**config.mk**
```make
export PLATFORM = sky130hd
export DESIGN_NAME = lfu_counter_bank_flat
export DESIGN_NICKNAME = d
export VERILOG_FILES = /design/src/rtl/lfu_counter_bank_if.sv /design/src/rtl/lfu_counter_bank.sv /design/src/flat_wrapper.sv
export SDC_FILE = /design/constraint.sdc
export NUM_CORES = 1
export LEC_CHECK = 0
export CORE_AREA = 2 2 57 59
export CTS_CLUSTER_SIZE = 28
export DETAILED_ROUTE_END_ITERATION = 8
export DIE_AREA = 0 0 59 61
export GPL_ROUTABILITY_DRIVEN = 0
export GPL_TIMING_DRIVEN = 0
export PLACE_DENSITY = 0.78
export SYNTH_ARGS = -nofsm -noshare
export SYNTH_HDL_FRONTEND = slang
export SYNTH_SLANG_ARGS = --single-unit
```
**constraint.sdc**
```tcl
create_clock -name i_clk -period 7.6 [get_ports i_clk]
set_input_delay 2.28 -clock i_clk [delete_from_list [all_inputs] [get_ports i_clk]]
set_output_delay 2.28 -clock i_clk [all_outputs]
set_load 0.005 [all_outputs]
```
**src/rtl/lfu_counter_bank_if.sv**
```systemverilog
// Hit/fill event inputs and counter outputs of one LFU counter bank.
// The master side produces hit and fill events. The slave side is the counter bank.
interface lfu_counter_bank_if #(
  parameter int WIDTH = 4
);
  logic             hit_valid;
  logic [1:0]       hit_way;
  logic             fill_valid;
  logic [3:0]       fill_sel;
  logic [WIDTH-1:0] count0;
  logic [WIDTH-1:0] count1;
  logic [WIDTH-1:0] count2;
  logic [WIDTH-1:0] count3;
  logic             age_event;
  logic             fill_err;

  modport master (
    output hit_valid, hit_way, fill_valid, fill_sel,
    input  count0, count1, count2, count3, age_event, fill_err
  );

  modport slave (
    input  hit_valid, hit_way, fill_valid, fill_sel,
    output count0, count1, count2, count3, age_event, fill_err
  );
endinterface

```
**src/rtl/lfu_counter_bank.sv**
```systemverilog
// Per-set bank of four saturating use-frequency counters for 4-way LFU replacement.
// Hits increment the way's counter and fills restart it at 1.
// All counters are halved when a hit finds a saturated counter, or after every
// AGE_PERIOD hits, so that old popularity decays.
module lfu_counter_bank #(
  parameter int WIDTH      = 4,
  parameter int AGE_PERIOD = 16
) (
  input logic               i_clk,
  input logic               i_reset,
  lfu_counter_bank_if.slave bus
);

  localparam int              ACC_W    = (AGE_PERIOD < 1) ? 1 : $clog2(AGE_PERIOD + 1);
  localparam logic [WIDTH-1:0] MAX     = {WIDTH{1'b1}};
  localparam logic [ACC_W-1:0] ACC_LAST = (AGE_PERIOD == 0) ? '0 : ACC_W'(AGE_PERIOD - 1);

  logic [WIDTH-1:0] r_count [4];
  logic [ACC_W-1:0] r_acc;
  logic             r_age_event;
  logic             r_fill_err;

  logic             w_fill_ok;
  logic [1:0]       w_fill_way;
  logic             w_hit_sat;
  logic             w_period;
  logic             w_aging;
  logic [ACC_W-1:0] w_acc_nxt;
  logic [WIDTH-1:0] w_base     [4];
  logic [WIDTH-1:0] w_count_nxt [4];

  function automatic logic [WIDTH-1:0] halve(input logic [WIDTH-1:0] v);
    return v >> 1;
  endfunction

  function automatic logic is_onehot4(input logic [3:0] v);
    return (v != 4'd0) && ((v & (v - 4'd1)) == 4'd0);
  endfunction

  // Encoding is only meaningful when the input is known to be one-hot.
  function automatic logic [1:0] enc_onehot4(input logic [3:0] v);
    logic [1:0] idx;
    idx = 2'd0;
    for (int k = 0; k < 4; k++) begin
      if (v[k]) idx = 2'(k);
    end
    return idx;
  endfunction

  // Decode events, decide on aging, and form the next counter values.
  // A hit on a saturated counter always coincides with aging, so base+1 cannot wrap.
  always_comb begin
    w_fill_ok  = bus.fill_valid && is_onehot4(bus.fill_sel);
    w_fill_way = enc_onehot4(bus.fill_sel);
    w_hit_sat  = bus.hit_valid && (r_count[bus.hit_way] == MAX);
    w_period   = (AGE_PERIOD != 0) && bus.hit_valid && (r_acc == ACC_LAST);
    w_aging    = w_hit_sat || w_period;

    w_acc_nxt = r_acc;
    if (w_aging)            w_acc_nxt = '0;
    else if (bus.hit_valid) w_acc_nxt = r_acc + 1'b1;

    for (int i = 0; i < 4; i++) begin
      w_base[i]      = w_aging ? halve(r_count[i]) : r_count[i];
      w_count_nxt[i] = w_base[i];
      if (w_fill_ok && (w_fill_way == 2'(i)))
        w_count_nxt[i] = {{(WIDTH-1){1'b0}}, 1'b1};
      else if (bus.hit_valid && (bus.hit_way == 2'(i)))
        w_count_nxt[i] = w_base[i] + 1'b1;
    end
  end

  // Register counters, hit accumulator and the one-cycle status pulses.
  always_ff @(posedge i_clk) begin
    if (i_reset) begin
      for (int i = 0; i < 4; i++) r_count[i] <= '0;
      r_acc       <= '0;
      r_age_event <= 1'b0;
      r_fill_err  <= 1'b0;
    end else begin
      for (int i = 0; i < 4; i++) r_count[i] <= w_count_nxt[i];
      r_acc       <= w_acc_nxt;
      r_age_event <= w_aging;
      r_fill_err  <= bus.fill_valid && !w_fill_ok;
    end
  end

  assign bus.count0    = r_count[0];
  assign bus.count1    = r_count[1];
  assign bus.count2    = r_count[2];
  assign bus.count3    = r_count[3];
  assign bus.age_event = r_age_event;
  assign bus.fill_err  = r_fill_err;

endmodule

```
**src/flat_wrapper.sv**
```systemverilog
// flat-port wrapper written by rule: the top's interface ports become plain ports
module lfu_counter_bank_flat 
#(
  parameter int WIDTH      = 4,
  parameter int AGE_PERIOD = 16
)
  (i_clk, i_reset, bus_hit_valid, bus_hit_way, bus_fill_valid, bus_fill_sel, bus_count0, bus_count1, bus_count2, bus_count3, bus_age_event, bus_fill_err);
  lfu_counter_bank_if #(.WIDTH(WIDTH)) bus_i ();
  input logic i_clk;
  input logic i_reset;
  input wire logic [$bits(bus_i.hit_valid)-1:0] bus_hit_valid;
  input wire logic [$bits(bus_i.hit_way)-1:0] bus_hit_way;
  input wire logic [$bits(bus_i.fill_valid)-1:0] bus_fill_valid;
  input wire logic [$bits(bus_i.fill_sel)-1:0] bus_fill_sel;
  output wire logic [$bits(bus_i.count0)-1:0] bus_count0;
  output wire logic [$bits(bus_i.count1)-1:0] bus_count1;
  output wire logic [$bits(bus_i.count2)-1:0] bus_count2;
  output wire logic [$bits(bus_i.count3)-1:0] bus_count3;
  output wire logic [$bits(bus_i.age_event)-1:0] bus_age_event;
  output wire logic [$bits(bus_i.fill_err)-1:0] bus_fill_err;
  assign bus_i.hit_valid = bus_hit_valid;
  assign bus_i.hit_way = bus_hit_way;
  assign bus_i.fill_valid = bus_fill_valid;
  assign bus_i.fill_sel = bus_fill_sel;
  assign bus_count0 = bus_i.count0;
  assign bus_count1 = bus_i.count1;
  assign bus_count2 = bus_i.count2;
  assign bus_count3 = bus_i.count3;
  assign bus_age_event = bus_i.age_event;
  assign bus_fill_err = bus_i.fill_err;
  lfu_counter_bank #(.WIDTH(WIDTH), .AGE_PERIOD(AGE_PERIOD)) u_core (.i_clk(i_clk), .i_reset(i_reset), .bus(bus_i));
endmodule
```
==> summary.md <==
| Metric | Value |
|---|---|
| Final Hold Fails | 0 |
| Top-area cell type share of the netlist area | 0.2895 |
| RSZ-0062 raised after global routing | no |
| Clk pwr share | 0.261 |
| Tcrit/Tclk final | 0.5068 |
| Critical path arrival | 4.08 ns |
| Final setup TNS | 0 ns |
| Post-synthesis area per instance | 8.114 sq um |
| Worst R2R Path Depth | 9 |
| Root Buffer | clkbuf_4 |
| Worst Hold End | u_core.r_acc[4]$_SDFFE_PP0P_ |
| CTS tree | done |
| Leading area contributor after synthesis | dfxtp_1 |
| Largest net degree at the start of global routing | 13 |
| Share of layout cells above drive strength 1 | 0.1067 |
| First-pass GRT wire length | 6306 um |
| Total nets after synthesis | 209 |
| Fill cells | 267 |
| GRT Total Usage | 0.2277 |
| CTS resizes | 0 |
| Max-cap viol count | 0 |
| Cell Int Power | 0.0001640 W |
| Die height | 61 um |
| FF+latch count, synth | 23 |
| Reg area | 460.4 sq um |
| Max-slew violations | 0 |
| Synth-to-Final Area Change | 19.98% |
| CTS Buf Count | 3 |
| Worst-path maximum fanout | 7 |
| Reg power frac | 0.570 |
| Ports | 28 |
| Sw Ratio | 0.2747 |
| Skew final | 0.01430 ns |
| Hold path cells | 2 |
| Htree depth | 1 |
| Net count of the finished layout | 239 |
| Reg2reg setup slack | 5.07 ns |
| Initial antenna violation count | 0 |
| Comb pwr share | 0.169 |
| Hold_ws | 0.4757 ns |
| DP Wirelength | 2829 um |
| Final setup vio count | 0 |
| GRT Residual Overflow | 0 |
| Main flop type after synthesis | dfxtp_1 |
| Die ar. | 3599 sq um |
| Hold Path Class | register to register |
| Worst hold start | u_core.r_acc[4]$_SDFFE_PP0P_ |
| Initial Utilization | 0.5386 |
| CTS Buffer Depth | 2 |
| Die Width | 59 um |
| 1st-pass router iterations | 4 |
| Ys async rst share | 0 |
| P_leak | 0.7056 nW |
| Insertion delay to the later sink of the worst-skew pair | 0.32 ns |
| Detailed Route Iter0 Violations | 109 |
| Core area | 2953 sq um |
| Worst setup SP type | primary input |
| Vias in the first global route | 1405 |
| Clk slew on worst S/H paths | 0.14 ns |
| DRT Wirelength | 3767 um |
| DRT antenna net count | 0 |
| Element type at the critical path end | register |
| # Post-CTS Setup Buffers | 0 |
| Seq/Total Area, Yosys | 0.2895 |
| # diodes | 0 |
| Via density | 5.926 |
| Yosys cell types | 54 |
| Pwr Density | 118.5 nW/um^2 |
| Critical path required time | 7.83 ns |
| Reg2Reg Launch Point | u_core.r_acc[0]$_SDFFE_PP0P_ |
| Clock Sinks | 23 |
| Via Count | 1529 |
| Hold Buf Count CTS | 0 |
| Net Sw Power | 0.00006210 W |
| Netlist Area Pre-Place | 1590 sq um |
| Placed cell count | 254 |
| Outcome | completed |
| Post-synth EDFFs | 0 |
| Max VDD drop | 0.06877 mV |
| Final Instance Count excl. Fillers | 258 |
| Ys Warns | 0 |
| Critical R2R Capture | u_core.r_count[0][1]$_SDFF_PP0_ |
| Core Rows | 20 |
| Cells after Synth | 196 |
| Area of the multi-input gates | 1040 sq um |
| Setup CP Type | primary input to register |
| Fmax | 0.2597 GHz |
| Min Tclk post-route | 3.851 ns |
| # port buffers | 25 |
| Post-layout util | 0.6462 |
| Wire length per cell | 14.60 um |
| DRC | 0 |
| Synth top area cells | dfxtp_1 29%, nand2_1 5.2%, nor2_1 5.0% |
| Slew headroom | 0.6502 |
| Measured slew at the worst slew-check pin | 0.5247 ns |
[registers in the layout (all words and copies together), names as in the netlist]
register              cells
u_core.bus.fill_err       1
u_core.r_count           16
u_core.bus.age_event      1
u_core.r_acc              5
[Yosys cell counts (3+ instances only)]
library cell,n
nand3_1,11
buf_6,3
a31oi_1,3
mux2i_1,5
nor2b_1,5
and3_1,4
nand2b_1,3
a22oi_1,3
clkbuf_1,3
o211ai_1,3
dfxtp_1,23
nand4_1,7
xnor2_1,4
and2_1,3
ha_1,3
a21oi_1,11
inv_1,6
or3_1,3
a21boi_1,3
nand2_1,22
o31ai_1,3
mux2_1,3
nor2_1,21
[metal layers]
metal / share of wire / GRT usage / vias to the layer above
li1: - / - / 776
met1: 0.46 / 0.3044 / 702
met2: 0.49 / 0.3937 / 46
met3: 0.047 / 0.02559 / 5
met4: 0.0074 / 0.05519 / 0
met5: 0 / 0 / -
[cells by family after synthesis]
logic type      synth area share
simple gates              0.3013
compound gates            0.2360
flops                     0.2895
buf+inv                  0.05664
mux                      0.05979
xor+xnor                 0.03304
fa+ha+maj                0.02361
[power groups by stage]
stage / Combinational (W) / Sequential [W] / Clock (W)
2_1_floorplan: 0.0000224 / 0.000131 / 0
3_3_place_gp: 0.0000370 / 0.000131 / 0
3_5_place_dp: 0.0000380 / 0.000131 / 0
4_1_cts: 0.0000382 / 0.000129 / 0.0000599
5_1_grt: 0.0000422 / 0.000130 / 0.0000645
6_report: 0.0000382 / 0.000129 / 0.0000589
[worst max path at each step]
stage                         from                         endpoint  slack (ns)
floorplan           bus_hit_way[1]  u_core.r_count[0][1]$_SDFF_PP0_        3.63
global placement     bus_hit_valid  u_core.r_count[0][1]$_SDFF_PP0_        3.42
detailed placement   bus_hit_valid  u_core.r_count[0][2]$_SDFF_PP0_        3.41
CTS                  bus_hit_valid  u_core.r_count[0][2]$_SDFF_PP0_        3.76
global route         bus_hit_valid  u_core.r_count[0][1]$_SDFF_PP0_        3.67
finish               bus_hit_valid  u_core.r_count[0][2]$_SDFF_PP0_        3.75
[cells in the final DEF, fill, tap and decap left out, types with 4 or more instances in the layout]
master and n:
mux2i_1 5, clkdlybuf4s50_1 25, nand3_1 11, nor2_1 21, nor2b_1 5, and3_1 4, nand2_1 22, clkbuf_1 4
dfxtp_1 23, inv_1 6, a21oi_1 11, xnor2_1 4, nand4_1 7
[final cells by class]
class	instances	share of cell area
timing repair buffer	25	0.1311
inverter	6	0.01180
tap	33	0.02164
buffer	10	0.03541
sequential	23	0.2413
multi-input combinational	157	0.5449
clock buffer	4	0.01377
[critical path, cell delays in order]
cell and delay, ns:
clkdlybuf4s50_1 0.66, inv_1 0.14, a31oi_4 0.18, mux2_1 0.37, ha_1 0.19, nand3_1 0.09
xnor2_1 0.12, nor2_1 0.06
[stage by stage]
| step | total power [W] | setup WS [ns] | cell area, sq um |
|---|---|---|---|
| 4_1_cts | 0.0002269 | 3.756 | 1908 |
| 5_1_grt | 0.0002364 | 3.667 | 1908 |
| 3_5_place_dp | 0.0001695 | 3.412 | 1882 |
| 3_3_place_gp | 0.0001680 | 3.421 | 1882 |
| 2_1_floorplan | 0.0001532 | 3.628 | 1590 |
| 6_report | 0.0002261 | 3.749 | 1908 |
(Power assumes the default switching activity.)
==> RTL change, RTL diff (same settings) <==
`AGE_PERIOD` is set to 16 in 2 places; all go to 32.
--- a/src/rtl/lfu_counter_bank.sv
+++ b/src/rtl/lfu_counter_bank.sv
@@ -4,7 +4,7 @@
 // AGE_PERIOD hits, so that old popularity decays.
 module lfu_counter_bank #(
   parameter int WIDTH      = 4,
-  parameter int AGE_PERIOD = 16
+  parameter int AGE_PERIOD = 32
 ) (
   input logic               i_clk,
   input logic               i_reset,
--- a/src/flat_wrapper.sv
+++ b/src/flat_wrapper.sv
@@ -2,7 +2,7 @@
 module lfu_counter_bank_flat 
 #(
   parameter int WIDTH      = 4,
-  parameter int AGE_PERIOD = 16
+  parameter int AGE_PERIOD = 32
 )
   (i_clk, i_reset, bus_hit_valid, bus_hit_way, bus_fill_valid, bus_fill_sel, bus_count0, bus_count1, bus_count2, bus_count3, bus_age_event, bus_fill_err);
   lfu_counter_bank_if #(.WIDTH(WIDTH)) bus_i ();
Function: same outputs for any inputs over 10 cycles, from zero or initial values and one cycle with i_reset high; that may be too few to reach the edited logic, so the function may still have changed.
==> RTL change against the unedited design <==
  * Clock power rose by 18%
  * Sequential cell count rose by 1
  * Wire length fell by 5.5%
  * Design area rose by 0.46%
  * Setup slack got worse by 0.79 ns
  * Via count fell by 2.4%
  * Area after synthesis fell by 0.71%
  * Total power rose by 7.5%
  * Worst hold slack improved by 0.039 ns
  * Non-clock buffer count did not move
  * Largest power group unchanged
  * Highest routed layer unchanged
==> RTL change: results (changes against the unedited design) <==
Combinational Power Share: 16.2% (-0.7 points)
Syn Inst Count: 191 (-2.6%)
First-pass GRT wire length: 5.99 mm (-5.0%)
Count of input and output buffers: 26 (+4.0%)
Biggest regs: u_core.r_count (16), u_core.r_acc (6)
Area contributors post-synth: dfxtp_1 30%, nand2_1 5.9%, xnor2_1 3.9%, nor2_1 3.6%, mux2i_1 3.2%
Clock-pin slew on the worst setup and hold paths: 0.13 ns
R2r worst-path depth: 10 (+1)
H-tree depth: 1 (unchanged)
Clock buffer depth: 2 (unchanged)
Crit path max-delay cell type: or4_4
Initial antenna violation count: 0 (unchanged)
WL per Instance: 14.0 um (-4.0%)
Net load switching power: 63.2 uW (+1.8%)
Share of post-route cells with drive strength above 1: 9.50% (-1.2 points)
Synth Warn #: 0 (unchanged)
Slew @ Worst Pin: 0.716 ns (+0.192 ns)
Vias in the first global route: 1383 (-1.6%)
DRT Pass-1 Iters: 4 (unchanged)
Ys async rst share: 0% (unchanged)
Worst hold path class: reg -> reg
Synth cell count leaders: 25 x nand2_1, 24 x dfxtp_1, 15 x nor2_1
Fill count: 280 (+4.9%)
Clock latency on the worst-skew pair: 0.33 ns
Post-place setup slack: 2.61 ns (-0.805 ns)
Crit path max-delay family: buffers and inverters
P_leak: 0.000690 uW (-2.2%)
Setup Buffers After CTS: 0 (unchanged)
Vias: 1493 (-2.4%)
Starting DRC count in detailed routing: 78 (-28%)
Overall routing resource usage: 21.9% (-0.83 points)
N_diodes: 0 (unchanged)
Max stage delay on crit path: 0.47 ns (-0.19 ns)
Final Skew: 0.00448 ns (-0.00982 ns)
Status: completed
VDD IR max: 0.0834 mV (+21%)
Post-synthesis cell type count: 51 (-5.6%)
Clk root buf: clkbuf_4
Mapped Nets: 203 (-2.9%)
Hold Crit Depth: 2 (unchanged)
Pin count of the biggest net entering global routing: 14 (+1)
Sequential power share: 55.2% (-1.8 points)
Via density: 5.88 (-0.82%)
Worst endpoint data arrival time: 4.88 ns (+0.80 ns)
Placed cell count: 250 (-1.6%)
Nets: 234 (-2.1%)
HPWL after detailed placement: 2.73 mm (-3.4%)
Sequential area share after synthesis: 30.4% (+1.5 points)
CTS resizes: 0 (unchanged)
CP max FO: 10 (+3)
CTS buffer count: 3 (unchanged)
## RTL change: per-stage QoR
| step | area [um^2] | power, uW |
|---|---|---|
| floorplan | 1580 | 160 |
| global placement | 1880 | 175 |
| detailed placement | 1880 | 176 |
| CTS | 1920 | 244 |
| global route | 1920 | 255 |
| finish | 1920 | 243 |
## RTL change: metal layers
layer	global-route usage (%)	share of wire (%)	up-vias
li1	-	-	752
met1	26.9	44	698
met2	37.6	50	36
met3	3.41	3.8	7
met4	10.7	2.0	0
met5	0	0	-
## RTL change: cell families (layout without fill, tap and decap cells)
family          after synthesis  after routing  synth area share [%]
buf+inv                      17             47                  6.18
compound gates               48             48                  23.4
xor+xnor                     12             12                  6.66
simple gates                 82             82                  27.9
mux                           6              6                  3.88
flops                        24             24                  30.4
fa+ha+maj                     2              2                  1.58
## RTL change: path summary, 6_finish.rpt
check                            start  slack (ns)              endpoint
hold reg to reg   u_core.r_count[0][0]        0.51  u_core.r_count[0][3]
setup reg to reg       u_core.r_acc[0]        4.78  u_core.r_count[0][1]
setup / recovery        bus_hit_way[0]        2.96  u_core.r_count[0][1]
hold / removal    u_core.r_count[0][0]        0.51  u_core.r_count[0][3]
## RTL change: layout make-up
| cell class | count | area share (%) |
|---|---|---|
| Multi-Input combinational cell | 150 | 52.2 |
| Sequential cell | 24 | 25.1 |
| Timing Repair Buffer | 26 | 13.6 |
| Buffer | 9 | 3.52 |
| Tap cell | 33 | 2.15 |
| Clock buffer | 4 | 1.89 |
| Inverter | 8 | 1.57 |
## RTL change: worst register-to-register path, cell delays in order (launching register included)
cell and delay, ns:
dfxtp_1 0.36, ha_1 0.24, nand4_1 0.10, nor2_1 0.07
or4_4 0.53, buf_6 0.16, o21ai_4 0.32, mux2_2 0.39
ha_1 0.26, o21ai_0 0.13, o21ba_1 0.15
